[config.mk]
export PLATFORM = sky130hd
export DESIGN_NAME = mem_burst_loader
export DESIGN_NICKNAME = d
export VERILOG_FILES = /design/src/rtl/loader_pkg.sv /design/src/rtl/latency_pipe.sv /design/src/rtl/mem_burst_loader.sv
export SDC_FILE = /design/constraint.sdc
export NUM_CORES = 1
export LEC_CHECK = 0
export BUFFER_PORTS_ARGS = -buffer_cell sky130_fd_sc_hd__buf_4
export CORE_MARGIN = 10
export CORE_UTILIZATION = 53
export CTS_CLUSTER_SIZE = 25
export DETAILED_ROUTE_END_ITERATION = 8
export PLACE_DENSITY = 0.81
export REMOVE_ABC_BUFFERS = 1
export SYNTH_ARGS = -nofsm -noshare
export SYNTH_HDL_FRONTEND = slang
export SYNTH_SLANG_ARGS = --single-unit
[constraint.sdc]
create_clock -name clk -period 3.5 [get_ports clk]
set_clock_uncertainty 0.1 [all_clocks]
set_input_delay 0.875 -clock clk [delete_from_list [all_inputs] [get_ports clk]]
set_output_delay 0.875 -clock clk [all_outputs]
set_load 0.05 [all_outputs]
[src/rtl/loader_pkg.sv]
// Shared types for the burst loader: the FSM state encoding.
package loader_pkg;

    typedef enum logic [1:0] {
        StIdle  = 2'd0,
        StFetch = 2'd1,
        StDrain = 2'd2,
        StDone  = 2'd3
    } loader_state_t;

endpackage

[src/rtl/latency_pipe.sv]
// Delay line of {valid, tag} pairs matching the memory read latency.
module latency_pipe #(
    parameter int unsigned DEPTH = 1,
    parameter int unsigned W     = 1
) (
    input  logic         clk,
    input  logic         reset,
    input  logic         flush_i,
    input  logic         valid_i,
    input  logic [W-1:0] data_i,
    output logic         valid_o,
    output logic [W-1:0] data_o
);

    logic [DEPTH-1:0] vld_q;
    logic [W-1:0]     dat_q [DEPTH];

    always_ff @(posedge clk) begin
        if (reset || flush_i) begin
            vld_q <= '0;
            for (int i = 0; i < int'(DEPTH); i++) begin
                dat_q[i] <= '0;
            end
        end else begin
            vld_q[0] <= valid_i;
            dat_q[0] <= data_i;
            for (int i = 1; i < int'(DEPTH); i++) begin
                vld_q[i] <= vld_q[i-1];
                dat_q[i] <= dat_q[i-1];
            end
        end
    end

    assign valid_o = vld_q[DEPTH-1];
    assign data_o  = dat_q[DEPTH-1];

endmodule

[src/rtl/mem_burst_loader.sv]
// Copies len_eff words from a synchronous-read memory into a register array,
// mirroring each captured word on a stream tap.
module mem_burst_loader
    import loader_pkg::*;
#(
    parameter int unsigned DATA_WIDTH   = 8,
    parameter int unsigned ADDR_WIDTH   = 8,
    parameter int unsigned MAX_WORDS    = 32,
    parameter int unsigned READ_LATENCY = 1,
    parameter int unsigned IDX_W        = $clog2(MAX_WORDS + 1)
) (
    input  logic                            clk,
    input  logic                            reset,
    input  logic                            start_i,
    input  logic                            abort_i,
    input  logic [ADDR_WIDTH-1:0]           base_addr_i,
    input  logic [IDX_W-1:0]                length_i,
    output logic                            mem_rd_en_o,
    output logic [ADDR_WIDTH-1:0]           mem_addr_o,
    input  logic [DATA_WIDTH-1:0]           mem_rdata_i,
    output logic [MAX_WORDS*DATA_WIDTH-1:0] data_arr_o,
    output logic                            word_valid_o,
    output logic [IDX_W-1:0]                word_idx_o,
    output logic [DATA_WIDTH-1:0]           word_data_o,
    output logic                            busy_o,
    output logic                            done_o,
    output logic                            len_err_o
);

    localparam logic [IDX_W-1:0] MaxLen = IDX_W'(MAX_WORDS);

    loader_state_t state_q, state_d;

    logic                  rd_en_q, rd_en_d;
    logic [ADDR_WIDTH-1:0] addr_q, addr_d;
    logic [IDX_W-1:0]      rd_idx_q, rd_idx_d;
    logic [IDX_W-1:0]      len_q, len_d;
    logic                  len_err_q, len_err_d;
    logic                  wv_q, wv_d;
    logic [IDX_W-1:0]      widx_q, widx_d;
    logic [DATA_WIDTH-1:0] wdata_q, wdata_d;
    logic [DATA_WIDTH-1:0] arr_q [MAX_WORDS];
    logic [DATA_WIDTH-1:0] arr_d [MAX_WORDS];

    logic             pipe_vld;
    logic [IDX_W-1:0] pipe_idx;
    logic [IDX_W-1:0] len_eff;
    logic             running, accept, aborting, last_issue, cap, last_cap;

    assign len_eff    = (length_i > MaxLen) ? MaxLen : length_i;
    assign running    = (state_q == StFetch) || (state_q == StDrain);
    assign accept     = !running && start_i;
    assign aborting   = running && abort_i;
    assign last_issue = (state_q == StFetch) && (rd_idx_q == len_q - IDX_W'(1));
    // An abort edge must not capture the word emerging in that same cycle.
    assign cap        = pipe_vld && !aborting;
    assign last_cap   = cap && (pipe_idx == len_q - IDX_W'(1));

    latency_pipe #(
        .DEPTH (READ_LATENCY),
        .W     (IDX_W)
    ) u_pipe (
        .clk     (clk),
        .reset   (reset),
        .flush_i (aborting),
        .valid_i (rd_en_q),
        .data_i  (rd_idx_q),
        .valid_o (pipe_vld),
        .data_o  (pipe_idx)
    );

    always_ff @(posedge clk) begin
        if (reset) begin
            state_q <= StIdle;
        end else begin
            state_q <= state_d;
        end
    end

    always_comb begin
        state_d = state_q;
        unique case (state_q)
            StIdle, StDone: begin
                if (accept) begin
                    state_d = (len_eff == '0) ? StDone : StFetch;
                end
            end
            StFetch: begin
                if (aborting) begin
                    state_d = StIdle;
                end else if (last_issue) begin
                    state_d = StDrain;
                end
            end
            StDrain: begin
                if (aborting) begin
                    state_d = StIdle;
                end else if (last_cap) begin
                    state_d = StDone;
                end
            end
            default: state_d = StIdle;
        endcase
    end

    always_comb begin
        busy_o = running;
        done_o = (state_q == StDone);
    end

    always_comb begin
        rd_en_d   = rd_en_q;
        addr_d    = addr_q;
        rd_idx_d  = rd_idx_q;
        len_d     = len_q;
        len_err_d = len_err_q;
        wv_d      = cap;
        widx_d    = cap ? pipe_idx : widx_q;
        wdata_d   = cap ? mem_rdata_i : wdata_q;
        arr_d     = arr_q;
        if (accept) begin
            len_d     = len_eff;
            len_err_d = (length_i > MaxLen);
            rd_idx_d  = '0;
            rd_en_d   = (len_eff != '0);
            // The address holds across an empty run.
            if (len_eff != '0) begin
                addr_d = base_addr_i;
            end
            for (int i = 0; i < int'(MAX_WORDS); i++) begin
                arr_d[i] = '0;
            end
        end else if (aborting) begin
            rd_en_d = 1'b0;
        end else begin
            if (state_q == StFetch) begin
                if (last_issue) begin
                    rd_en_d = 1'b0;
                end else begin
                    addr_d   = addr_q + ADDR_WIDTH'(1);
                    rd_idx_d = rd_idx_q + IDX_W'(1);
                end
            end
            if (cap) begin
                for (int i = 0; i < int'(MAX_WORDS); i++) begin
                    if (pipe_idx == IDX_W'(i)) begin
                        arr_d[i] = mem_rdata_i;
                    end
                end
            end
        end
    end

    always_ff @(posedge clk) begin
        if (reset) begin
            rd_en_q   <= 1'b0;
            addr_q    <= '0;
            rd_idx_q  <= '0;
            len_q     <= '0;
            len_err_q <= 1'b0;
            wv_q      <= 1'b0;
            widx_q    <= '0;
            wdata_q   <= '0;
            for (int i = 0; i < int'(MAX_WORDS); i++) begin
                arr_q[i] <= '0;
            end
        end else begin
            rd_en_q   <= rd_en_d;
            addr_q    <= addr_d;
            rd_idx_q  <= rd_idx_d;
            len_q     <= len_d;
            len_err_q <= len_err_d;
            wv_q      <= wv_d;
            widx_q    <= widx_d;
            wdata_q   <= wdata_d;
            arr_q     <= arr_d;
        end
    end

    for (genvar g = 0; g < int'(MAX_WORDS); g++) begin : g_pack
        assign data_arr_o[g*DATA_WIDTH +: DATA_WIDTH] = arr_q[g];
    end

    assign mem_rd_en_o  = rd_en_q;
    assign mem_addr_o   = addr_q;
    assign word_valid_o = wv_q;
    assign word_idx_o   = widx_q;
    assign word_data_o  = wdata_q;
    assign len_err_o    = len_err_q;

endmodule

### After elaboration in Yosys (flattened, before gate mapping)

Memory sizes are Yosys's and may differ from the RTL's.
Cells that the tools add are included.

* $add $sub $neg: 3
* bitwise logic cells: 2
* equal/unequal tests: 42
* reduce and logical (&&, ||, !) cells: 55
* muxes and demuxes: 22
* magnitude comparators: 1

Operators by type and width (count)
* 3-bit AND reduction: 34
* 6-bit by 5-bit == test with 1-bit output, second input constant: 16
* 6-bit by 4-bit == test with 1-bit output, second input constant: 8
* 8-bit two-way mux: 5
* 6-bit by 3-bit == test with 1-bit output, second input constant: 4
* 6-bit by 2-bit == test with 1-bit output, second input constant: 2
* 6-bit == test: 2
* 6-bit logical NOT: 2
* 2-bit two-way mux: 6
* 6-bit two-way mux: 2
* 8-bit by 1-bit adder with 8-bit output, second input constant: 1
* 1-bit two-way mux: 8
* 6-bit by 1-bit adder with 6-bit output, second input constant: 1
* 6-bit by 1-bit == test with 1-bit output, second input constant: 1
* 6-bit greater-than comparator, second input constant: 1
* 2-bit inequality test, second input constant: 3
* 3-bit inequality test, second input constant: 2
* 2-bit one-hot mux with 3 select lines: 1
* 3-bit nonzero test: 2
* 6-bit nonzero test: 1
* 6-bit OR reduction: 1
* 6-bit by 1-bit subtractor with 6-bit output, second input constant: 1
* 1-bit logical AND: 5
* 2-bit == test, second input constant: 2
* 10 further kinds: 14

* bits in writable memories: 6
* bits of input ports: 26
* memories kept: 1
* bits in registers: 296

Memories
* u_pipe.dat_q: depth 1, bits a word 6, read ports 1, clocked after Yosys merged registers in 0, wr ports 1, line latency_pipe.sv:16 `logic [W-1:0] dat_q [DEPTH];`

### Longest topological paths before layout

* depth after elaboration: 9
* depth in mapped cells: 12
* depth with buffers taken out: 9

### Modules after synthesis

From an unflattened synthesis, not the netlist that was laid out.

* cells, all modules: 1282
* area, all modules: 11637.4 um2

By module, submodules not included
* mem_burst_loader: cells an instance 1268, times used 1, area each 11444.7 um2
* latency_pipe: cells an instance 14, times used 1, area each 192.7 um2

### Least setup slack after synthesis

No wires, ideal clock.

* path type: in2reg
* start point: input abort_i
* end point: register state_q[1]
* stages: 8
* path buffers: 1
* arrival: 2473 ps
* path slack: 841 ps
* cell sequence: nand2b_1 > and2_1 > clkbuf_1 > nand4_1 > or4b_1 > a311oi_2 > nor2_1 > a211oi_1

* word-level cells in the longest chain between the ends: 6
* elaborated cells on any way between the ends: 10
* those cells by class: 2 x eq/ne; 3 x mux; 5 x reduce/logical

RTL lines
* start: declaration: line mem_burst_loader.sv:15 `input logic abort_i,`
* 1-bit logical AND (*): line mem_burst_loader.sv:53 `assign aborting = running && abort_i;`
* 1-bit logical NOT: line mem_burst_loader.sv:56 `assign cap = pipe_vld && !aborting;`
* 1-bit logical AND: line mem_burst_loader.sv:56
* 1-bit logical AND: line mem_burst_loader.sv:57 `assign last_cap = cap && (pipe_idx == len_q - IDX_W'(1));`
* 3-bit inequality test (no line)
* 3-bit AND reduction (no line)
* end signal: assignment: line mem_burst_loader.sv:74 `state_q <= StIdle;`
* end signal: assignment: line mem_burst_loader.sv:76 `state_q <= state_d;`
* end: declaration: line mem_burst_loader.sv:32 `loader_state_t state_q, state_d;`

Every way passes the cells marked *; elsewhere a longest branch is shown, timed or not.
A chain may end at the register's enable or synchronous reset.

### Final worst setup path

* start point: register state_q[0]
* end point: register arr_q, in the netlist data_arr_o[184]

* word-level cells in the longest chain between the ends: 6
* elaborated cells on any way between the ends: 11
* those cells by class: 2 x eq/ne; 1 x bitwise; 8 x reduce/logical

RTL lines
* 2-bit by 1-bit == test with 1-bit output or 2-bit == test (tied branches): line mem_burst_loader.sv:51 `assign running = (state_q == StFetch) || (state_q == StDrain);`
* 1-bit logical OR (*): line mem_burst_loader.sv:51
* 1-bit logical AND: line mem_burst_loader.sv:53
* 1-bit logical NOT: line mem_burst_loader.sv:56
* 1-bit logical AND: line mem_burst_loader.sv:56
* 3-bit AND reduction (no line)
* end signal: assignment: line mem_burst_loader.sv:176 `arr_q <= arr_d;`
* end: declaration: line mem_burst_loader.sv:42 `logic [DATA_WIDTH-1:0] arr_q [MAX_WORDS];`

Marked as above.

==> impl_metrics.yaml <==
run_status:
  status: "completed"
sta:
  fmax_ghz: 0.3283
  rsz0062_at_grt: "no"
  finalSetupTns_ns: 0
  worst_pin_slew_ns: 0.7576
  post-route-period-util_pct: 87.03
  finalHoldViolations: 0
  setup_violations: 0
  whs_ns: 0.3539
  relSlewSlack_pct: 49.42
  slew_violations: 0
  min_period_ns: 3.046
setup_path:
  regToRegSetupSlack_ns: 0.45
  cp-endpoint: "data_arr_o[184]$_SDFFE_PP0P_"
  cp-end-kind: "flip-flop"
  cp.arrival_ns: 3.37
  start_kind: "flip-flop"
  critPathMaxFanout: 8
  r2r.worst_path.cells: 9
  crit_start: "state_q[0]$_SDFFE_PP0P_"
  critPathKind: "reg -> reg"
  r2r_start: "state_q[0]$_SDFFE_PP0P_"
  crit_required_ns: 3.82
  r2r_end: "data_arr_o[184]$_SDFFE_PP0P_"
detailed_routing:
  vias: 10090
  first_iter_violations: 942
  vias_per_cell: 5.482
  routedWlPerCell_um: 19.67
  dr.pass1.iters: 5
  drc_errors: 0
  antenna_left: 0
  wl_um: 36190
clocking:
  cts_resized: 0
  cts_sinks: 302
  post_cts_buffers: 0
  path_clk_slew_ns: 0.06
  clk_path_buf_depth: 3
  clk_latency_ns: 0.54
  cts_buffers: 30
  tritoncts: "yes"
  root_buffer: "clkbuf_16"
  cts_hold_buf: 0
  htreeDepth: 1
synthesis:
  synth_common_cells: "dfxtp_1, nor2_1, mux2i_1, nand2_1, a21oi_1"
  yosys_warnings: 0
  yosysSeqAreaShare_pct: 51.96
  synth_ff_type: "dfxtp_1"
  synth_area_leader_cell: "dfxtp_1"
  async_reset_ff_share_pct: 0
  synth.distinct_cells: 53
  synthDominantCellAreaShare_pct: 51.96
  syn_area_um2: 11630
  synth_area_leaders: "dfxtp_1, mux2i_1, a21oi_1, nor2_1, nand2_1"
  synth_seq_cells: 302
  syn_avg_cell_area_um2: 9.069
  synth_edf_count: 0
  post-synth-top-count-cell: "dfxtp_1"
  synthCells: 1283
finish:
  fillCellCount: 1640
  num-nets-final: 1569
  final-seq-area_um2: 6046
  drive_gt1_share_pct: 26.73
  n_antenna_cell: 0
  multi_input_area_um2: 5141
  fin_area_um2: 15200
  syn_to_final_growth_pct: 30.62
hold_path:
  hold_path.class: "reg -> reg"
  hold_path_depth: 2
grt:
  grt_use_total_pct: 23.84
  grt_pass1_vias: 9684
  grt_max_degree: 94
  grt_pass1_wl_um: 55680
  antenna_found_initial: 0
  overflow: 0
power:
  power_density_nw_per_um2: 558.3
  ir_drop_uv: 598.5
  power_leakage_nw: 6.010
flow_run:
  cap_violations: 0
die:
  die_area_um2: 28280
  start_util_pct: 53.65
  die_w_um: 168.2
  die_h_um: 168.2
  rows: 54
  io_pins: 309
  coreArea_um2: 21690
place:
  dp_hpwl_um: 24190
  portBuffers: 308
  gp_congestion: 0.8404
  place_area_um2: 14070
## worst max-delay path, stage by stage, from the launching register on
cell and delay (ns):
dfxtp_1 0.39, inv_1 0.06, ha_1 0.37, nand2b_1 0.25
nand2_1 0.14, nor3b_2 0.31, nand3_1 0.39, nor2_2 0.58
mux2i_1 0.27, nor2_1 0.05
## power breakdown
| part | switching, mW | total, mW | internal [mW] |
|---|---|---|---|
| clock network | 1.34 | 3.56 | 2.22 |
| registers | 0.0798 | 3.59 | 3.51 |
| logic | 0.968 | 1.34 | 0.369 |
## final cells by class
type	count	area share (%)
repair buffers	331	16.52
multi-input cells	866	33.83
inverters	6	0.1482
flip-flops and latches	302	39.78
clock inverters	14	1.540
clock buffers	41	5.878
well taps	280	2.305
## flip-flops by register name, summed over array words and instances, names as in the netlist, 2 cells and up
signal,cells
data_arr_o,256
mem_addr_o,8
word_data_o,8
len_q,6
rd_idx_q,6
u_pipe.dat_q,6
word_idx_o,6
state_q,2
## worst min-delay path by stage
stage / from / endpoint / slack [ns]
after CTS: data_arr_o[12]$_SDFFE_PP0P_ / data_arr_o[12]$_SDFFE_PP0P_ / 0.36
after global routing: data_arr_o[77]$_SDFFE_PP0P_ / data_arr_o[77]$_SDFFE_PP0P_ / 0.37
after detailed placement: data_arr_o[12]$_SDFFE_PP0P_ / data_arr_o[12]$_SDFFE_PP0P_ / 0.35
after global placement: data_arr_o[1]$_SDFFE_PP0P_ / data_arr_o[1]$_SDFFE_PP0P_ / 0.34
after floorplan: u_pipe.valid_o$_SDFF_PP0_ / word_valid_o$_SDFF_PP0_ / 0.34
final: data_arr_o[42]$_SDFFE_PP0P_ / data_arr_o[42]$_SDFFE_PP0P_ / 0.35
## metal layers
layer  routed length (µm)  vias up  track usage, %
met4                  865        0           6.737
met5                    0        -               0
met1                15070     4793           30.28
met3                 2660       55           4.913
li1                     -     4828               -
met2                17600      410           40.10
## per-stage QoR
stage               total power [mW]  cells  worst slack, ns  util [%]
finish                         8.485   1840           0.4540     70.07
global route                   8.762   1840           0.2143     70.07
CTS                            8.513   1840           0.4410     70.07
detailed placement             4.982   1785           0.3707     64.87
global placement               4.967   1785           0.4290     64.87
floorplan                      4.491   1174           -2.571         -
## logic make-up after synthesis
family | share of synthesized area (%)
simple gates | 20.70
flops | 51.96
mux | 13.85
compound gates | 7.420
buf+inv | 3.979
xor+xnor | 1.441
fa+ha+maj | 0.6452
## cell usage in the layout (no fill, tap or decap), types with 2 or more instances in the layout
cell type	n
o21ai_0	3
clkinv_2	3
xor2_1	10
and3_1	2
nor2_2	13
or2_2	2
xnor2_1	4
clkbuf_16	31
nor2_1	177
clkbuf_8	8
nand4_1	6
buf_4	329
nor3_1	10
nor3_4	4
nor2b_2	2
or3_1	5
dfxtp_1	302
xnor3_1	2
a21oi_1	134
nand2_1	160
inv_1	6
bufinv_16	6
nand2b_1	8
ha_1	6
and2_1	10
nand3_1	105
clkinvlp_4	4
o32ai_1	5
nand3b_1	7
clkbuf_1	2
mux2i_1	161
buf_12	2
nor2_4	3
o211ai_1	2
Note: power is estimated with default switching activity, not from simulation.
